==> config.mk <==
export PLATFORM = sky130hd
export DESIGN_NAME = mem_resp_tracker
export DESIGN_NICKNAME = d
export VERILOG_FILES = /design/src/rtl/mem_resp_tracker_pkg.sv /design/src/rtl/mem_resp_tracker_align.sv /design/src/rtl/mem_resp_tracker.sv
export SDC_FILE = /design/constraint.sdc
export NUM_CORES = 1
export LEC_CHECK = 0
export BUFFER_PORTS_ARGS = -buffer_cell sky130_fd_sc_hd__buf_2
export CAP_MARGIN = 20
export CELL_PAD_IN_SITES_DETAIL_PLACEMENT = 1
export CELL_PAD_IN_SITES_GLOBAL_PLACEMENT = 1
export CORE_ASPECT_RATIO = 0.6
export CORE_UTILIZATION = 30
export CTS_CLUSTER_SIZE = 24
export DETAILED_ROUTE_END_ITERATION = 12
export GPL_ROUTABILITY_DRIVEN = 0
export HOLD_SLACK_MARGIN = 0.06
export PLACE_DENSITY_LB_ADDON = 0.2
export SYNTH_ARGS = -nofsm -noshare
export SYNTH_HDL_FRONTEND = slang
export SYNTH_SLANG_ARGS = --single-unit
==> constraint.sdc <==
create_clock -name clk -period 2.6 [get_ports clk]
set_input_delay 0 -clock clk [delete_from_list [all_inputs] [get_ports clk]]
set_output_delay 0 -clock clk [all_outputs]
set_load 0.03 [all_outputs]
==> src/rtl/mem_resp_tracker_pkg.sv <==
// mem_resp_tracker_pkg: load-control bit layout, entry states and entry record shared by the tracker.
package mem_resp_tracker_pkg;
    localparam int LD_CTRL_W = 5;
    localparam int LD_W  = 4;
    localparam int LD_B  = 3;
    localparam int LD_BU = 2;
    localparam int LD_H  = 1;
    localparam int LD_HU = 0;

    typedef enum logic [1:0] {ST_FREE, ST_WAIT, ST_DONE} ent_state_e;

    typedef struct packed {
        ent_state_e           st;
        logic                 is_load;
        logic [LD_CTRL_W-1:0] ld_ctrl;
        logic [1:0]           offset;
        logic                 cancel;
        logic [31:0]          data;
    } entry_t;
endpackage

==> src/rtl/mem_resp_tracker_align.sv <==
// mem_load_align: selects byte/half/word from a load beat and extends it per the load-control bits.
module mem_load_align
    import mem_resp_tracker_pkg::*;
(
    input  logic [LD_CTRL_W-1:0] ld_ctrl_i,
    input  logic [1:0]           offset_i,
    input  logic [31:0]          rdata_i,
    output logic [31:0]          result_o
);
    logic [7:0]  b;
    logic [15:0] h;

    assign b = rdata_i[8*offset_i +: 8];
    assign h = rdata_i[16*offset_i[1] +: 16];
    // several control bits set at once OR their selections together
    assign result_o = ({32{ld_ctrl_i[LD_W]}}  & rdata_i)
                    | ({32{ld_ctrl_i[LD_B]}}  & {{24{b[7]}}, b})
                    | ({32{ld_ctrl_i[LD_BU]}} & {24'b0, b})
                    | ({32{ld_ctrl_i[LD_H]}}  & {{16{h[15]}}, h})
                    | ({32{ld_ctrl_i[LD_HU]}} & {16'b0, h});
endmodule

==> src/rtl/mem_resp_tracker.sv <==
// mem_resp_tracker: in-order tracker for up to DEPTH outstanding data-SRAM requests,
// buffering aligned load responses against WB backpressure and dropping flushed ones.
module mem_resp_tracker
    import mem_resp_tracker_pkg::*;
#(
    parameter int DEPTH  = 4,
    parameter bit BYPASS = 1'b0,
    parameter int CNT_W  = $clog2(DEPTH + 1)
) (
    input  logic                 clk,
    input  logic                 resetn,
    input  logic                 flush,
    input  logic                 req_fire,
    input  logic                 req_is_load,
    input  logic [LD_CTRL_W-1:0] req_ld_ctrl,
    input  logic [1:0]           req_offset,
    output logic                 req_allow,
    input  logic                 data_ok,
    input  logic [31:0]          rdata,
    output logic                 resp_valid,
    output logic                 resp_is_load,
    output logic [31:0]          resp_data,
    input  logic                 resp_ready,
    output logic [CNT_W-1:0]     outstanding,
    output logic                 proto_err
);
    localparam int PW = $clog2(DEPTH);

    entry_t           ent_q [DEPTH];
    entry_t           ent_d [DEPTH];
    logic [PW-1:0]    alloc_ptr_q, alloc_ptr_d, data_ptr_q, data_ptr_d, head_ptr_q, head_ptr_d;
    logic [CNT_W-1:0] cnt_q, cnt_d;
    logic             proto_err_q, proto_err_d;
    logic             full, alloc, dok, byp, pop, head_cancel;
    ent_state_e       head_st;
    logic [31:0]      aligned, load_data;

    assign head_st     = ent_q[head_ptr_q].st;
    assign head_cancel = ent_q[head_ptr_q].cancel;
    assign full        = cnt_q == CNT_W'(DEPTH);
    assign alloc       = req_fire & ~full;
    // data_ptr only ever rests on a non-WAIT entry when nothing is waiting
    assign dok         = data_ok & (ent_q[data_ptr_q].st == ST_WAIT);

    mem_load_align u_align (
        .ld_ctrl_i (ent_q[data_ptr_q].ld_ctrl),
        .offset_i  (ent_q[data_ptr_q].offset),
        .rdata_i   (rdata),
        .result_o  (aligned)
    );

    assign load_data    = ent_q[data_ptr_q].is_load ? aligned : '0;
    assign byp          = BYPASS && head_st == ST_WAIT && dok && !head_cancel && !flush;
    assign resp_valid   = ~flush & ((head_st == ST_DONE & ~head_cancel) | byp);
    assign resp_data    = !resp_valid ? '0 : byp ? load_data : ent_q[head_ptr_q].data;
    assign resp_is_load = ent_q[head_ptr_q].is_load;
    assign pop          = (resp_valid & resp_ready) | (head_st == ST_DONE & head_cancel);
    assign req_allow    = ~full;
    assign outstanding  = cnt_q;
    assign proto_err    = proto_err_q;

    always_comb begin
        ent_d       = ent_q;
        alloc_ptr_d = alloc_ptr_q;
        data_ptr_d  = data_ptr_q;
        head_ptr_d  = head_ptr_q;
        for (int i = 0; i < DEPTH; i++)
            if (flush && ent_q[i].st != ST_FREE) ent_d[i].cancel = 1'b1;
        if (dok) begin
            ent_d[data_ptr_q].st   = ST_DONE;
            ent_d[data_ptr_q].data = load_data;
            data_ptr_d             = data_ptr_q + PW'(1);
        end
        // a bypassed pop lands after the DONE write so the entry frees directly
        if (pop) begin
            ent_d[head_ptr_q].st = ST_FREE;
            head_ptr_d           = head_ptr_q + PW'(1);
        end
        if (alloc) begin
            ent_d[alloc_ptr_q] = '{st: ST_WAIT, is_load: req_is_load, ld_ctrl: req_ld_ctrl,
                                   offset: req_offset, cancel: flush, data: '0};
            alloc_ptr_d        = alloc_ptr_q + PW'(1);
        end
        cnt_d       = cnt_q + CNT_W'(alloc) - CNT_W'(pop);
        proto_err_d = proto_err_q | (req_fire & full) | (data_ok & ~dok);
    end

    always_ff @(posedge clk or negedge resetn) begin
        if (!resetn) begin
            ent_q       <= '{default: '0};
            alloc_ptr_q <= '0;
            data_ptr_q  <= '0;
            head_ptr_q  <= '0;
            cnt_q       <= '0;
            proto_err_q <= 1'b0;
        end else begin
            ent_q       <= ent_d;
            alloc_ptr_q <= alloc_ptr_d;
            data_ptr_q  <= data_ptr_d;
            head_ptr_q  <= head_ptr_d;
            cnt_q       <= cnt_d;
            proto_err_q <= proto_err_d;
        end
    end
endmodule

==> impl_metrics.tcl, run 1 <==
set metrics [dict create \
    die_w_um 227 \
    ys_seq_area_share_pct 49.8 \
    vias_per_cell 5.43 \
    grt_pass1_vias 7513 \
    regArea_sq_um 4560 \
    ys.flop_type "dfrtp_1" \
    yosysWarnings 0 \
    root_buffer "clkbuf_16" \
    p_seq_share_pct 29.2 \
    io_pins 85 \
    fin_nets 973 \
    diodes 0 \
    netSwitchingPower_mw 6.82 \
    hold_slack_ns 0.0784 \
    fin_crit_ns 2.50 \
    grt_usage_pct 22.2 \
    rows 49 \
    cts_tree "built" \
    synth-seq-cells 182 \
    critPathKind "reg -> reg" \
    ir_worst_vdd_uv 872 \
    hold_class "in -> async" \
    r2r-end "outstanding[2]$_DFF_PN0_" \
    routed_wl_mm 32.6 \
    utilization_pct 38.4 \
    pwr-share-comb_pct 53.7 \
    via_count 7229 \
    rsz0062_at_grt "false" \
    fin_skew_ns 0.0135 \
    fill_cells 3209 \
    finalHoldViolCount 0 \
    cts_max_level 4 \
    setup_ws_ns 0.101 \
    syn_inst 774 \
    violations "DRC" \
    startpoint_type "flip-flop" \
    grt_pass1_wl_mm 49.9 \
    synth_edf_count 0 \
    drtIter0Drc 512 \
    antenna_found_initial 1 \
    insertion_delay_ns 0.46 \
    dp_hpwl_mm 22.5 \
    final_common_cell "dfrtp_1" \
    dpl_worst_slack_ns -0.0457 \
    synthArstFlopShare_pct 100 \
    multiInputGateArea_sq_um 4390 \
    areaGrowthSynthToFinish_pct 26.0 \
    syn_nets 835 \
    syn_area_sq_um 9140 \
    drcViolationCount 2 \
    synth_top_family_by_area "compound AO/OA/AOI/OAI gates" \
    synth_simple_gate_area_share_pct 10.7 \
    coreArea_sq_um 30000 \
    ant_nets 0 \
    numCtsBuffers 17 \
    synth_compound_area_share_pct 19.4 \
    syn_area_per_cell_sq_um 11.8 \
    total_power_mw 16.2 \
    cp-end-kind "flip-flop" \
    tightest_slew_ns 0.695 \
    status "complete, but fails checks" \
    fin_crit_sh_pct 96.1 \
    cts_sinks 182 \
    power_density_nw_per_um2 1410 \
    relSlewSlack_pct 53.5 \
    setup_viol 0 \
    grt_start_max_net_pins 50 \
    worstPathArrival_ns 2.83 \
    intPower_mw 9.39 \
    port-buffer-count 84 \
    clock_power_share_pct 17.1 \
    synth_fa_ha_area_share_pct 2.13 \
    dr.pass1.iters 9 \
    layout-drive-gt1-share_pct 31.3 \
    critPathLaunch "head_ptr_q[0]$_DFFE_PN0N_" \
    dieArea_sq_um 31200 \
    synth_cell_type_count 45 \
    drv_slew 0 \
    synth_mux_area_share_pct 13.8 \
    cp_max_fo 2 \
    clock.fmax_mhz 400 \
    cts.clk_slew.worst_paths_ns 0.06 \
    wire_per_inst_um 24.5 \
    mostFrequentLayoutCells "dfrtp_1, nand2_1, buf_2" \
    timing.rr.start "head_ptr_q[0]$_DFFE_PN0N_" \
    start_util_pct 30.5 \
    crit_end "outstanding[2]$_DFF_PN0_" \
    synthXorXnorAreaFrac_pct 0.479 \
    cts_buffer_depth 2 \
    cp.required_ns 2.93 \
    p_sw_share_pct 42.1 \
    ff2ff_path_depth 10 \
    r2r_setup_slack_ns 0.10 \
    drv_cap 0 \
    p_leak_nw 5.27 \
    grt-ovfl-total 0 \
    fp.dieH_um 137 \
]
registers in the layout, summed over array words and instances (netlist names):
name,flops
alloc_ptr_q,2
outstanding,3
data_ptr_q,2
head_ptr_q,2
ent_q,172
proto_err,1
power groups by stage:
stage	sequential, mW	combinational, mW	clock (mW)
2_1_floorplan	4.53	5.53	0
3_3_place_gp	4.74	8.28	0
3_5_place_dp	4.74	8.43	0
4_1_cts	4.72	8.61	2.83
5_1_grt	4.89	9.38	2.91
6_report	4.74	8.70	2.78
critical path: stages (launching register included):
cell and delay, ns:
dfrtp_2 0.43, inv_2 0.08, mux4_2 0.54, nor2_4 0.23, ha_4 0.24, inv_1 0.05
ha_1 0.13, inv_1 0.05, fa_2 0.37, xnor2_2 0.14, xnor2_1 0.12
logic make-up after synthesis:
kind of cell               count (synthesis)
DFF                                      182
buffers and inverters                     76
and+or+nand+nor                          214
muxes                                     68
adders and majority gates                 15
xor gates and xnor gates                   5
AOI/OAI and AO/OA                        214
Yosys cell counts, drive strengths merged (2+ instances only):
| cell type | instances | share of area, % |
|---|---|---|
| dfrtp | 182 | 50 |
| nand2 | 137 | 5.6 |
| a22o | 72 | 6.9 |
| clkbuf | 48 | 2.0 |
| mux4 | 44 | 11 |
| nor2b | 36 | 2.5 |
| o21ai | 33 | 1.8 |
| a21oi | 32 | 1.8 |
| a221o | 32 | 3.5 |
| inv | 17 | 0.70 |
| o211ai | 17 | 2.9 |
| ha | 14 | 1.9 |
| mux2 | 13 | 1.7 |
| buf | 11 | 0.97 |
| mux2i | 11 | 1.2 |
| nor2 | 10 | 0.41 |
| and3 | 8 | 0.55 |
| a221oi | 7 | 0.67 |
| xnor2 | 5 | 0.48 |
| a31o | 4 | 0.38 |
| and2 | 4 | 0.27 |
| nand2b | 4 | 0.27 |
| nand3 | 4 | 0.22 |
| nor3 | 4 | 0.22 |
| o31ai | 4 | 0.33 |
| a31oi | 3 | 0.21 |
| nor4 | 3 | 0.41 |
| o211a | 3 | 0.33 |
| o41ai | 3 | 0.29 |
| o21bai | 2 | 0.16 |
cell type report:
| cell class | count | share of cell area, % |
|---|---|---|
| clock buffer | 24 | 4.27 |
| clock inverter | 7 | 1.03 |
| timing repair buffer | 178 | 12.0 |
| inverter | 17 | 0.554 |
| tap | 408 | 4.43 |
| sequential | 182 | 39.6 |
| multi-input combinational | 516 | 38.1 |
per-stage QoR:
stage	cell area, sq um	setup TNS, ns	instances
2_1_floorplan	9170	0	774
3_3_place_gp	10500	0	1274
3_5_place_dp	10500	-0.206	1274
4_1_cts	11500	0	1330
5_1_grt	11500	0	1332
6_report	11500	0	1332
what timing repair did:
action                                 in CTS  in global routing
gates resized for setup                    13                 12
pin swaps                                   2                  3
setup endpoints to repair                  57                 53
hold buffers                               22                  0
cloned                                      0                  0
buffers inserted                            3                  2
endpoints found under the hold margin     253                  0
per-layer routing:
metal | global-route usage, % | vias up | part of all wire, %
li1 | - | 3164 | -
met1 | 34.0 | 3842 | 52
met2 | 30.9 | 189 | 42
met3 | 4.35 | 32 | 4.9
met4 | 7.01 | 2 | 1.6
met5 | 0.968 | - | 0.12
worst min path at each step:
stage / from / endpoint / depth (start not counted)
4_1_cts: rdata[20] / ent_q[106]$_DFF_PN0_ / 4
6_report: resetn / alloc_ptr_q[1]$_DFFE_PN0P_ / 2
5_1_grt: rdata[30] / ent_q[159]$_DFF_PN0_ / 4
2_1_floorplan: resetn / alloc_ptr_q[0]$_DFFE_PN0P_ / 0
3_5_place_dp: resetn / outstanding[1]$_DFF_PN0_ / 1
3_3_place_gp: resetn / outstanding[1]$_DFF_PN0_ / 1
Note: power is estimated with default switching activity, not from simulation.
==> run 2, diff against run 1 <==
Settings changed: SETUP_SLACK_MARGIN from default to 0.4.
==> run 2 against run 1 <==
  * The run now ends clean
  * Non-clock buffer count up 83
  * Worst setup slack worse by 0.025 ns
  * Cell count up 6.5%
  * Design area up 18%
  * Power up 21%
  * Wire length up 13%
  * Via count up 7.7%
  * Critical endpoint is now ent_q[106]$_DFF_PN0_
==> impl_metrics.tcl, run 2 (synthesis results as in run 1) <==
set metrics [dict create \
    cp_max_fo 6 \
    cts.clk_slew.worst_paths_ns 0.07 \
    clock.fmax_mhz 396 \
    start_util_pct 30.5 \
    fin_skew_ns 0.0155 \
    utilization_pct 45.3 \
    grt_start_max_net_pins 81 \
    diodes 0 \
    total_power_mw 19.7 \
    drv_cap 0 \
    cts_buffer_depth 2 \
    grt-ovfl-total 0 \
    ir_worst_vdd_uv 700 \
    cp-end-kind "flip-flop" \
    power_density_nw_per_um2 1450 \
    cts_tree "built" \
    fin_crit_ns 2.52 \
    rsz0062_at_grt "true" \
    fin_nets 1059 \
    via_count 7788 \
    tns_ns 0 \
    hold_class "in -> reg" \
    cts_max_level 4 \
    root_buffer "clkbuf_16" \
    finalHoldViolCount 0 \
    tightest_slew_ns 0.678 \
    fp.dieH_um 137 \
    largest_reg_flops 172 \
    top_register "ent_q" \
    mostFrequentLayoutCells "dfrtp_1, nand2_1, buf_4" \
    drtIter0Drc 693 \
    final_common_cell "dfrtp_1" \
    p_leak_nw 6.00 \
    status "finished, final reports clean" \
    dr.pass1.iters 4 \
    areaGrowthSynthToFinish_pct 48.4 \
    cp.required_ns 2.96 \
    grt_usage_pct 24.4 \
    cts_sinks 182 \
    layout-drive-gt1-share_pct 44.5 \
    numCtsBuffers 17 \
    vias_per_cell 5.49 \
    die_w_um 227 \
    insertion_delay_ns 0.47 \
    fin_crit_sh_pct 97.1 \
    hold_slack_ns 0.0902 \
    drv_slew 0 \
    critPathKind "reg -> reg" \
    io_pins 85 \
    coreArea_sq_um 30000 \
    antenna_found_initial 0 \
    drcViolationCount 0 \
    routed_wl_mm 36.7 \
    relSlewSlack_pct 54.7 \
    setup_viol 0 \
    wire_per_inst_um 25.9 \
    worstPathArrival_ns 2.88 \
    rows 49 \
    grt_pass1_wl_mm 54.6 \
    dieArea_sq_um 31200 \
    grt_pass1_vias 7999 \
    ant_nets 0 \
    port-buffer-count 84 \
    dp_hpwl_mm 21.3 \
    startpoint_type "flip-flop" \
]
## run 2: cell types whose count changed in the layout (fill, tap and decap cells not counted), sizes merged
cell | previous run | this run
nor2 | 10 | 11
inv | 17 | 20
nor3 | 4 | 5
clkinv | 2 | 4
bufbuf | 0 | 1
o21bai | 2 | 3
buf | 155 | 212
dlygate4sd3 | 22 | 43
## run 2: metal layers
layer / wire, um / global-route usage, %
met1: 18200 / 37.3
met3: 2000 / 4.44
met5: 0 / 0
met4: 979 / 9.43
met2: 15600 / 33.7
## run 2: what timing repair did
item / CTS / global route
hold endpoints to repair: 311 / 0
hold buffers: 43 / 0
resized for setup: 149 / 59
pin swaps: 65 / 43
setup endpoints to repair: 164 / 170
cloned: 17 / 5
setup buffers: 45 / 13
## run 2: area by class of cell
| class | instances | area (sq um) |
|---|---|---|
| inverters | 17 | 83.8 |
| well taps | 408 | 510 |
| flip-flops and latches | 182 | 4560 |
| repair buffers | 261 | 2770 |
| fillers | 3078 | 16400 |
| clock buffers | 20 | 447 |
| multi-input cells | 519 | 5040 |
| clock inverters | 12 | 165 |
## run 2: path summary, 6_finish.rpt
path,startpoint,to,slack [ns],cells past startpoint
setup / recovery,data_ptr_q[0]$_DFFE_PN0P_,ent_q[106]$_DFF_PN0_,0.08,13
setup reg to reg,data_ptr_q[0]$_DFFE_PN0P_,ent_q[106]$_DFF_PN0_,0.08,13
hold reg to reg,ent_q[7]$_DFF_PN0_,ent_q[7]$_DFF_PN0_,0.48,2
min in group asynchronous,resetn,outstanding[0]$_DFF_PN0_,0.59,3
hold / removal,rdata[18],ent_q[147]$_DFF_PN0_,0.09,4
max in group asynchronous,resetn,ent_q[40]$_DFFE_PN0P_,1.07,4
## run 2: through the flow
step	instance area, sq um	setup slack [ns]	instances
CTS	13100	0.0917	1401
detailed placement	10700	0.0520	1264
finish	13600	0.0755	1419
floorplan	9470	0.108	774
global placement	10700	0.113	1264
global route	13600	0.0315	1419
## run 2: power breakdown
part           internal [mW]  switching, mW
combinational           5.86           6.23
sequential              3.99          0.767
clock                   1.56           1.25
## run 2: worst max-delay path, cell delays in order, from the launching register on
cell and delay, ns:
dfrtp_2 0.44, buf_6 0.13, buf_12 0.13, inv_8 0.05, mux4_2 0.53, buf_8 0.16, nand3_4 0.09, buf_6 0.12
nor3_4 0.05, buf_12 0.15, buf_4 0.13, buf_6 0.11, buf_16 0.13, a22o_1 0.19
==> run 3, diff against run 2 <==
Settings changed: CORE_MARGIN from default to 4, SYNTH_HIERARCHICAL from default to 1.
==> run 3 against run 2 <==
  * Sequential power fell by 2%
  * Synthesized area rose by 11%
  * Critical endpoint is now ent_q[129]$_DFF_PN0_
  * Largest power group unchanged
  * Power rose by 0.64%
  * Flip-flop and latch count did not move
  * Global-route usage fell by 3.0 points
==> impl_metrics.tcl, run 3 <==
set metrics [dict create \
    status "finished, final reports clean" \
    tns_ns 0 \
    grt_use_met3_pct 3.52 \
    mostFrequentLayoutCells "dfrtp_1, o21ai_0, nand3_1" \
    hold_slack_ns 0.0947 \
    ys.flop_type "dfrtp_1" \
    pwr-share-comb_pct 62.3 \
    synth_edf_count 0 \
    cts_tree "built" \
    critPathKind "reg -> reg" \
    relSlewSlack_pct 46.9 \
    ff2ff_path_depth 9 \
    ant_nets 0 \
    synth_top_family_by_area "compound AO/OA/AOI/OAI gates" \
    grt_pass1_vias 8933 \
    power_density_nw_per_um2 1500 \
    r2r_setup_slack_ns 0.07 \
    clock.fmax_mhz 395 \
    antenna_found_initial 1 \
    synth_compound_area_share_pct 18.2 \
    crit_top_cell "buf_6" \
    start_util_pct 30.9 \
    p_sw_share_pct 46.0 \
    port-buffer-count 84 \
    cp.required_ns 2.91 \
    final_common_cell "dfrtp_1" \
    grt-ovfl-total 0 \
    synth_largest_area_cell "dfrtp_1" \
    tightest_slew_ns 0.797 \
    die_w_um 245 \
    fill_cells 3555 \
    synth_area_leaders "dfrtp_1, mux4_2, a21oi_1" \
    met1_usage_pct 32.5 \
    largest_reg_flops 172 \
    grt_start_max_net_pins 67 \
    grt_pass1_wl_mm 59.0 \
    dieArea_sq_um 36900 \
    fin_cells 1535 \
    syn_inst 971 \
    ir_worst_vdd_uv 745 \
    coreArea_sq_um 32900 \
    synth_fa_ha_area_share_pct 1.92 \
    fin_skew_ns 0.00903 \
    worst_path_largest_cell_delay_ns 0.63 \
    intPower_mw 10.7 \
    grt_util_met2_pct 31.7 \
    crit_chain "buf_6 -> buf_6 -> mux4_2 -> o21bai_4 -> o211ai_4 -> a221o_1 -> and2_4 -> nand3_1 -> a21oi_2" \
    ys_seq_area_share_pct 44.9 \
    setup_viol 0 \
    dr.pass1.iters 4 \
    grt_most_used_layer "met1" \
    finalHoldViolCount 0 \
    rsz0062_at_grt "true" \
    cts.clk_slew.worst_paths_ns 0.07 \
    hold_class "in -> reg" \
    drv_slew 0 \
    netSwitchingPower_mw 9.10 \
    grt_usage_pct 21.4 \
    dp_hpwl_mm 23.6 \
    p_leak_nw 5.41 \
    synth_mux_area_share_pct 14.6 \
    slowest_stage "mux4_2" \
    io_pins 85 \
    dp_cells 1451 \
    dpl_cell_area_sq_um 11100 \
    areaGrowthSynthToFinish_pct 30.3 \
    critPathLaunch "data_ptr_q[0]$_DFFE_PN0N_" \
    startpoint_type "flip-flop" \
    drv_cap 0 \
    wire_per_inst_um 26.1 \
    routed_wl_mm 40.0 \
    cts_sinks 182 \
    timing.rr.start "data_ptr_q[0]$_DFFE_PN0N_" \
    vias_per_cell 5.67 \
    synth.most_common_cell "dfrtp_1" \
    synthXorXnorAreaFrac_pct 0.432 \
    insertion_delay_ns 0.46 \
    clock_power_share_pct 14.2 \
    crit_end "ent_q[129]$_DFF_PN0_" \
    synth_cell_type_count 51 \
    p_seq_share_pct 23.6 \
    cts_max_level 4 \
    root_buffer "clkbuf_16" \
    r2r-end "ent_q[129]$_DFF_PN0_" \
    rows 51 \
    top_register "ent_q" \
    synthTopCellsByCount "dfrtp_1, a21oi_1, nand3_1" \
    fin_area_sq_um 13200 \
    fin_crit_ns 2.53 \
    synth-seq-cells 182 \
    cts_buffer_depth 2 \
    drcViolationCount 0 \
    cp-end-kind "flip-flop" \
    numCtsBuffers 17 \
    synthArstFlopShare_pct 100 \
    yosysWarnings 6 \
    fp.dieH_um 150 \
    cp_max_fo 7 \
    fin_crit_sh_pct 97.4 \
    layout-drive-gt1-share_pct 42.6 \
    yosysTopAreaCellShare_pct 44.9 \
    synth_simple_gate_area_share_pct 13.1 \
    syn_nets 1032 \
    fin_nets 1132 \
    syn_area_sq_um 10100 \
    worstPathArrival_ns 2.84 \
    syn_area_per_cell_sq_um 10.4 \
    via_count 8701 \
    drtIter0Drc 592 \
]
[run 3: cell count changes in the layout (fill, tap and decap cells not counted), sizes merged, moves of 31 or more]
cell / before / now
a22o: 72 / 0
a21oi: 32 / 133
nand3: 4 / 128
dlygate4sd3: 43 / 12
o21ai: 33 / 134
nand2: 137 / 11
buf: 212 / 169
and3: 8 / 39
[run 3: cells by family after synthesis]
kind of cell | Yosys count
AO/OA/AOI/OAI | 322
multiplexers | 86
buffers and inverters | 124
adder cells (fa/ha/maj) | 15
AND/OR/NAND/NOR | 237
XOR/XNOR | 5
flip-flops | 182
[run 3: layout make-up]
type                       count  area [sq um]  area share, %
timing repair buffer         183          1780           13.5
multi-input combinational    667          5610           42.4
antenna                        1          2.50         0.0189
clock inverter                 6          86.3          0.653
sequential                   182          4560           34.5
tap                          450           563           4.26
clock buffer                  26           529           4.01
inverter                      20          80.1          0.606
[run 3: how the worst min path moves through the flow]
stage	depth (start not counted)	endpoint	start	slack (ns)
floorplan	0	alloc_ptr_q[0]$_DFFE_PN0N_	resetn	-0.30
global placement	1	ent_q[170]$_DFF_PN0_	resetn	0.04
detailed placement	1	ent_q[170]$_DFF_PN0_	resetn	0.04
CTS	3	data_ptr_q[0]$_DFFE_PN0N_	data_ok	0.12
global route	4	ent_q[92]$_DFF_PN0_	data_ok	0.1
finish	4	ent_q[92]$_DFF_PN0_	data_ok	0.09
[run 3: power by group through the flow]
stage               clock network, mW  logic (mW)  registers, mW
floorplan                           0        7.04           4.46
finish                           2.80        12.3           4.67
global route                     2.97        13.1           4.80
CTS                              2.84        10.8           4.66
global placement                    0        9.78           4.68
detailed placement                  0        9.89           4.70
[run 3: worst max-delay path, delay by kind of cell, from the launching register on]
| kind | cells | cell delay, ns |
|---|---|---|
| compound gates | 4 | 0.85 |
| buf+inv | 2 | 0.20 |
| flops | 1 | 0.41 |
| mux | 1 | 0.63 |
| simple gates | 2 | 0.29 |
[run 3: what timing repair did]
item | CTS | global route
pin swaps | 6 | 29
buffers inserted | 10 | 20
hold buffers | 12 | 0
gates cloned | 6 | 3
endpoints found under the hold margin | 100 | 0
setup endpoints to repair | 164 | 186
gates resized for setup | 68 | 193
[run 3: layer usage]
layer	vias up	part of all wire, %
li1	3791	-
met1	4609	49
met2	263	44
met3	38	5.3
met4	0	1.3
met5	-	0
[run 3: per-stage QoR]
step           setup slack (ns)  util, %  total power, mW
2_1_floorplan             0.159        -             11.5
3_3_place_gp             0.0493     33.7             14.5
3_5_place_dp            0.00866     33.7             14.6
4_1_cts                   0.107     37.6             18.3
5_1_grt                -0.00187     40.2             20.8
6_report                 0.0667     40.2             19.8
